File: src/rtl/display_scan_controller.sv
// Selects display sources, latches the returned hex word and scans it onto eight seven-segment digits.
// Capture lands SETTLE_CYCLES+2 edges after reset release; no backpressure. Optional: DISPLAY_BLANK_LEADING_ZEROS_EN.
module display_scan_controller #(
    parameter int NUM_SOURCES   = 12,
    parameter int SETTLE_CYCLES = 2,
    parameter int DWELL_CYCLES  = 50_000_000,
    parameter int DIGIT_CYCLES  = 50_000
) (
    input  logic        i_clock,
    input  logic        i_display_reset,
    input  logic        i_auto_enable,
    input  logic [4:0]  i_manual_select,
    input  logic [31:0] i_hex_display,
    output logic [4:0]  o_display_select,
    output logic        o_display_enable,
    output logic [31:0] o_captured_word,
    output logic        o_capture_valid,
    output logic [4:0]  o_source_index,
    output logic [7:0]  o_digit_anode,
    output logic [6:0]  o_segments
);

    typedef enum logic [1:0] {ST_SELECT, ST_SETTLE, ST_CAPTURE, ST_DWELL} state_t;

    localparam logic [4:0]  LAST_SRC    = 5'(NUM_SOURCES - 1);
    localparam logic [31:0] SETTLE_LAST = 32'(SETTLE_CYCLES - 1);
    localparam logic [31:0] DWELL_LAST  = 32'(DWELL_CYCLES - 1);
    localparam logic [31:0] DIGIT_LAST  = 32'(DIGIT_CYCLES - 1);

    function automatic logic [4:0] clamp_src(input logic [4:0] sel);
        return (sel > LAST_SRC) ? LAST_SRC : sel;
    endfunction

    state_t      r_state;
    logic [31:0] r_cnt;
    logic [4:0]  r_index;
    logic [4:0]  r_manual_q;
    logic [4:0]  r_manual_prev;
    logic [4:0]  r_display_select;
    logic [4:0]  r_source_index;
    logic        r_display_enable;
    logic [31:0] r_captured_word;
    logic        r_capture_valid;
    logic [31:0] r_presc;
    logic [2:0]  r_digit;

    state_t      w_state_nxt;
    logic [31:0] w_cnt_nxt;
    logic [4:0]  w_index_nxt;
    logic [4:0]  w_next_index;
    logic        w_abort;
    logic [3:0]  w_nibble;
    logic [6:0]  w_glyph;

    // Auto mode walks the source list; manual mode follows the registered switch copy.
    assign w_next_index = i_auto_enable ? ((r_index >= LAST_SRC) ? 5'd0 : r_index + 5'd1)
                                        : clamp_src(r_manual_q);
    assign w_abort = !i_auto_enable && (r_manual_q != r_manual_prev)
                     && (r_state == ST_SETTLE || r_state == ST_DWELL);

    always_comb begin
        w_state_nxt = r_state;
        w_cnt_nxt   = r_cnt;
        w_index_nxt = r_index;
        case (r_state)
            ST_SELECT: begin
                w_state_nxt = ST_SETTLE;
                w_cnt_nxt   = '0;
            end
            ST_SETTLE: begin
                if (w_abort) begin
                    w_state_nxt = ST_SELECT;
                    w_cnt_nxt   = '0;
                    w_index_nxt = clamp_src(r_manual_q);
                end else if (r_cnt == SETTLE_LAST) begin
                    w_state_nxt = ST_CAPTURE;
                    w_cnt_nxt   = '0;
                end else begin
                    w_cnt_nxt = r_cnt + 32'd1;
                end
            end
            ST_CAPTURE: begin
                w_state_nxt = ST_DWELL;
                w_cnt_nxt   = '0;
            end
            ST_DWELL: begin
                if (w_abort || r_cnt == DWELL_LAST) begin
                    w_state_nxt = ST_SELECT;
                    w_cnt_nxt   = '0;
                    w_index_nxt = w_next_index;
                end else begin
                    w_cnt_nxt = r_cnt + 32'd1;
                end
            end
            default: begin
                w_state_nxt = ST_SELECT;
                w_cnt_nxt   = '0;
            end
        endcase
    end

    always_ff @(posedge i_clock) begin
        if (i_display_reset) begin
            r_state          <= ST_SELECT;
            r_cnt            <= '0;
            r_index          <= i_auto_enable ? 5'd0 : clamp_src(i_manual_select);
            r_manual_q       <= i_manual_select;
            r_manual_prev    <= i_manual_select;
            r_display_select <= '0;
            r_source_index   <= '0;
            r_display_enable <= 1'b0;
            r_captured_word  <= '0;
            r_capture_valid  <= 1'b0;
        end else begin
            r_state         <= w_state_nxt;
            r_cnt           <= w_cnt_nxt;
            r_index         <= w_index_nxt;
            r_manual_q      <= i_manual_select;
            r_manual_prev   <= r_manual_q;
            r_capture_valid <= (r_state == ST_CAPTURE);
            if (r_state == ST_SELECT) begin
                r_display_select <= r_index;
                r_source_index   <= r_index;
                r_display_enable <= 1'b1;
            end
            if (r_state == ST_CAPTURE) begin
                r_captured_word <= i_hex_display;
            end
        end
    end

    always_ff @(posedge i_clock) begin
        if (i_display_reset) begin
            r_presc <= '0;
            r_digit <= '0;
        end else if (r_presc == DIGIT_LAST) begin
            r_presc <= '0;
            r_digit <= r_digit + 3'd1;
        end else begin
            r_presc <= r_presc + 32'd1;
        end
    end

    assign w_nibble = r_captured_word[{r_digit, 2'b00} +: 4];

    always_comb begin
        case (w_nibble)
            4'h0: w_glyph = 7'h40;
            4'h1: w_glyph = 7'h79;
            4'h2: w_glyph = 7'h24;
            4'h3: w_glyph = 7'h30;
            4'h4: w_glyph = 7'h19;
            4'h5: w_glyph = 7'h12;
            4'h6: w_glyph = 7'h02;
            4'h7: w_glyph = 7'h78;
            4'h8: w_glyph = 7'h00;
            4'h9: w_glyph = 7'h10;
            4'hA: w_glyph = 7'h08;
            4'hB: w_glyph = 7'h03;
            4'hC: w_glyph = 7'h46;
            4'hD: w_glyph = 7'h21;
            4'hE: w_glyph = 7'h06;
            default: w_glyph = 7'h0E;
        endcase
    end

`ifdef DISPLAY_BLANK_LEADING_ZEROS_EN
    logic [2:0] w_msn;

    // Digit 0 is never blanked, so a zero word still shows a single "0".
    always_comb begin
        w_msn = 3'd0;
        for (int i = 1; i < 8; i++) begin
            if (r_captured_word[4*i +: 4] != 4'h0) begin
                w_msn = 3'(i);
            end
        end
    end

    assign o_segments = (r_digit > w_msn) ? 7'h7F : w_glyph;
`else
    assign o_segments = w_glyph;
`endif

    assign o_digit_anode    = ~(8'b1 << r_digit);
    assign o_display_select = r_display_select;
    assign o_display_enable = r_display_enable;
    assign o_captured_word  = r_captured_word;
    assign o_capture_valid  = r_capture_valid;
    assign o_source_index   = r_source_index;

endmodule

File: config.mk
export PLATFORM = sky130hd
export DESIGN_NAME = display_scan_controller
export DESIGN_NICKNAME = d
export VERILOG_FILES = /design/src/rtl/display_scan_controller.sv
export SDC_FILE = /design/constraint.sdc
export NUM_CORES = 1
export LEC_CHECK = 0
export ABC_AREA = 1
export CAP_MARGIN = 20
export CORE_ASPECT_RATIO = 1.1
export CORE_MARGIN = 5
export CORE_UTILIZATION = 50
export DETAILED_ROUTE_END_ITERATION = 8
export PLACE_DENSITY = 0.8
export SYNTH_ARGS = -nofsm -noshare
export SYNTH_HDL_FRONTEND = slang
export SYNTH_SLANG_ARGS = --single-unit
File: constraint.sdc
create_clock -name i_clock -period 2.55 [get_ports i_clock]
set_input_delay 0.51 -clock i_clock [delete_from_list [all_inputs] [get_ports i_clock]]
set_output_delay 0.51 -clock i_clock [all_outputs]
set_load 0.01 [all_outputs]
==> flow_metrics.env, run 1 <==
export IMPL_globalplace_congestion=0.976
export IMPL_wirelength_mm=17.7
export IMPL_multi_input_area_um2=3530
export IMPL_pin_count=99
export IMPL_syn_cell_area_um2=6520
export IMPL_vdd_drop_max_mv=0.343
export IMPL_cts_root_buf="clkbuf_16"
export IMPL_numCtsBuffers=17
export IMPL_final_hold_viol_count=0
export IMPL_hp_class="reg -> reg"
export IMPL_setup_viol_count_final=7
export IMPL_wl_per_cell_um=14.3
export IMPL_fmax_ghz=0.366
export IMPL_skew_ps=9.97
export IMPL_clkSinkCount=123
export IMPL_final_common_cell="nor2_1"
export IMPL_grt_pass1_vias=6052
export IMPL_async_flop_share_pct=0
export IMPL_crit_arrival_ps=2220
export IMPL_final_min_clock_period_ps=2730
export IMPL_cts_hold_buf=0
export IMPL_via_per_inst=5.26
export IMPL_dp_cells=1196
export IMPL_synth_seq_cells=123
export IMPL_ys_flop_type="dfxtp_1"
export IMPL_layout_common_cells="nor2_1 (214), nand2_1 (172), dfxtp_1 (116), clkdlybuf4s50_1 (91), inv_1 (90)"
export IMPL_diodes=0
export IMPL_endpoint_kind="output port"
export IMPL_drive_gt1_share_pct=12.6
export IMPL_clk_pin_slew_ps=60
export IMPL_dieWidth_um=119
export IMPL_period_share_pct=107
export IMPL_instances_no_fill=1235
export IMPL_cts_tree="built"
export IMPL_synthCells=934
export IMPL_yosysWarnings=0
export IMPL_firstDrtPassIters=6
export IMPL_grt_setup_unrepaired="yes"
export IMPL_tns_ps=-984
export IMPL_clk_latency_ps=420
export IMPL_core_um2=12700
export IMPL_antenna_found_initial=0
export IMPL_cts_htree_levels=4
export IMPL_power_density_nw_per_um2=571
export IMPL_area_growth_pct=31.0
export IMPL_finalMaxSlewViolations=0
export IMPL_timing_slew_headroom_pct=28.0
export IMPL_yosysUniqueCellTypes=43
export IMPL_synth_nets=990
export IMPL_worst_setup_path_start_kind="register"
export IMPL_die_area_um2=15400
export IMPL_synth_edff_count=5
export IMPL_fin_nets=1121
export IMPL_hpwl_mm=12.7
export IMPL_grt_overflow=0
export IMPL_critPathMaxFanout=6
export IMPL_num_fill_cells=1036
export IMPL_vias=6497
export IMPL_initial_core_util_pct=51.4
export IMPL_grt_max_degree=34
export IMPL_grt_pass1_wl_mm=28.9
export IMPL_status="complete, but fails checks"
export IMPL_drc=0
export IMPL_tightestPinTransition_ps=1080
export IMPL_ant_nets=0
export IMPL_track_usage_pct=23.2
export IMPL_placementRows=43
export IMPL_worst_setup_path_type="reg -> out"
export IMPL_io_buffers=98
export IMPL_cap_viol_max_count=0
export IMPL_cts_buffer_depth=2
export IMPL_syn_avg_cell_area_um2=6.98
export IMPL_violations="setup timing"
export IMPL_worst_slack_ps=-184
export IMPL_total_leakage_power_nw=3.44
export IMPL_timing_hold_ws_ps=468
export IMPL_seq_area_um2=2520
export IMPL_required_ps=2040
export IMPL_first_iter_violations=788
export IMPL_fin_util_pct=67.3
export IMPL_die_h_um=130
export IMPL_ys_seq_area_share_pct=38.5
-- per-stage QoR --
stage	worst slack (ps)	power [W]	cell area (um2)
final	-184	0.00488	8540
after detailed placement	-184	0.00237	7770
after CTS	-84.5	0.00491	8500
after floorplan	240	0.00221	6520
after global placement	-133	0.00236	7770
after global routing	-270	0.00505	8540
-- cell type report --
type | count | area share, %
clock inverters | 11 | 1.98
well taps | 157 | 2.30
clock buffers | 21 | 5.39
flip-flops and latches | 123 | 29.5
multi-input cells | 681 | 41.3
inverters | 103 | 4.67
repair buffers | 139 | 14.9
-- power by group --
group | leakage [nW] | internal [W] | switching, W
sequential | 1.01 | 0.00198 | 0.0000359
clock | 0.295 | 0.00168 | 0.000865
combinational | 2.14 | 0.000161 | 0.000152
-- path summary, 6_finish.rpt --
path,start,end,slack (ps),depth (start not counted)
worst max-delay path,r_digit[1],o_segments[3],-180,13
worst max register to register,r_cnt[0],r_cnt[18],350,11
worst min register to register,r_presc[0],r_presc[0],470,1
worst min-delay path,r_presc[0],r_presc[0],470,1
-- synth_stat cells (3+ instances only) --
cell,count,area share (%)
nand3_1,37,2.8
inv_1,92,5.3
o21ai_1,7,0.54
xor2_1,37,5.0
buf_6,7,1.2
buf_4,9,1.0
dfxtp_1,118,36
o21ai_0,65,5.0
nand4_1,17,1.6
nand3b_1,3,0.35
nor2_1,217,12
nand2_1,173,10
inv_2,6,0.35
nor2_4,5,0.86
xnor2_1,15,2.0
ha_1,16,3.1
edfxtp_1,5,2.3
nor4_1,4,0.38
clkbuf_1,11,0.63
clkinv_1,3,0.17
nand2_2,10,0.96
a21oi_1,16,1.2
nor2_2,4,0.38
nor3_1,33,2.5
nor3_2,3,0.46
-- flip-flops by register name, summed over array words and instances (netlist names), named ones only --
register,flops
r_cnt,32
r_manual_q,5
o_capture_valid,1
r_manual_prev,5
r_index,5
r_state,1
o_captured_word,32
o_display_enable,1
o_source_index,5
r_digit,3
r_presc,32
-- metal layers --
layer  track usage (%)  share of wire [%]  vias to the layer above
met3              6.37                7.0                       54
li1                  -                  -                     3224
met2              40.6                 48                      284
met5                 0                  0                        -
met1              27.0                 42                     2935
met4              9.95                3.2                        0
-- worst max-delay path, cell delays in order, from the launching register on --
cell and delay [ps]:
dfxtp_4 390, inv_2 70, nor2_1 150, o21ai_1 150, nand2_1 110, inv_1 60, nand2_1 70, o21ai_2 90
buf_4 160, ha_4 260, nand2_4 40, nand2_1 60, nand2_1 50, buf_2 130
-- logic make-up after synthesis --
| kind of cell | count (synthesis) | synth area share, % |
|---|---|---|
| buffers and inverters | 130 | 8.92 |
| AOI/OAI and AO/OA | 95 | 7.75 |
| adders and majority gates | 16 | 3.07 |
| and+or+nand+nor | 517 | 34.7 |
| xor gates and xnor gates | 52 | 6.98 |
| DFF | 123 | 38.5 |
| other | 1 | 0.0575 |
-- repair_timing --
| action | in CTS | in global routing |
|---|---|---|
| setup endpoints to repair | 7 | 7 |
| resized for setup | 64 | 8 |
| pin swaps | 11 | 2 |
| gates cloned | 0 | 1 |
| setup buffers | 5 | 1 |
No activity file was read; power rests on OpenSTA's default activity.
==> inputs of run 2 (changes only) <==
--- a/config.mk
+++ b/config.mk
@@ -6,7 +6,7 @@
 export NUM_CORES = 1
 export LEC_CHECK = 0
 export ABC_AREA = 1
-export CAP_MARGIN = 20
+export CAP_MARGIN = 0
 export CORE_ASPECT_RATIO = 1.1
 export CORE_MARGIN = 5
 export CORE_UTILIZATION = 50
==> results of run 2 <==
Same layout as run 1: the final DEF is identical, and so are final timing and power.
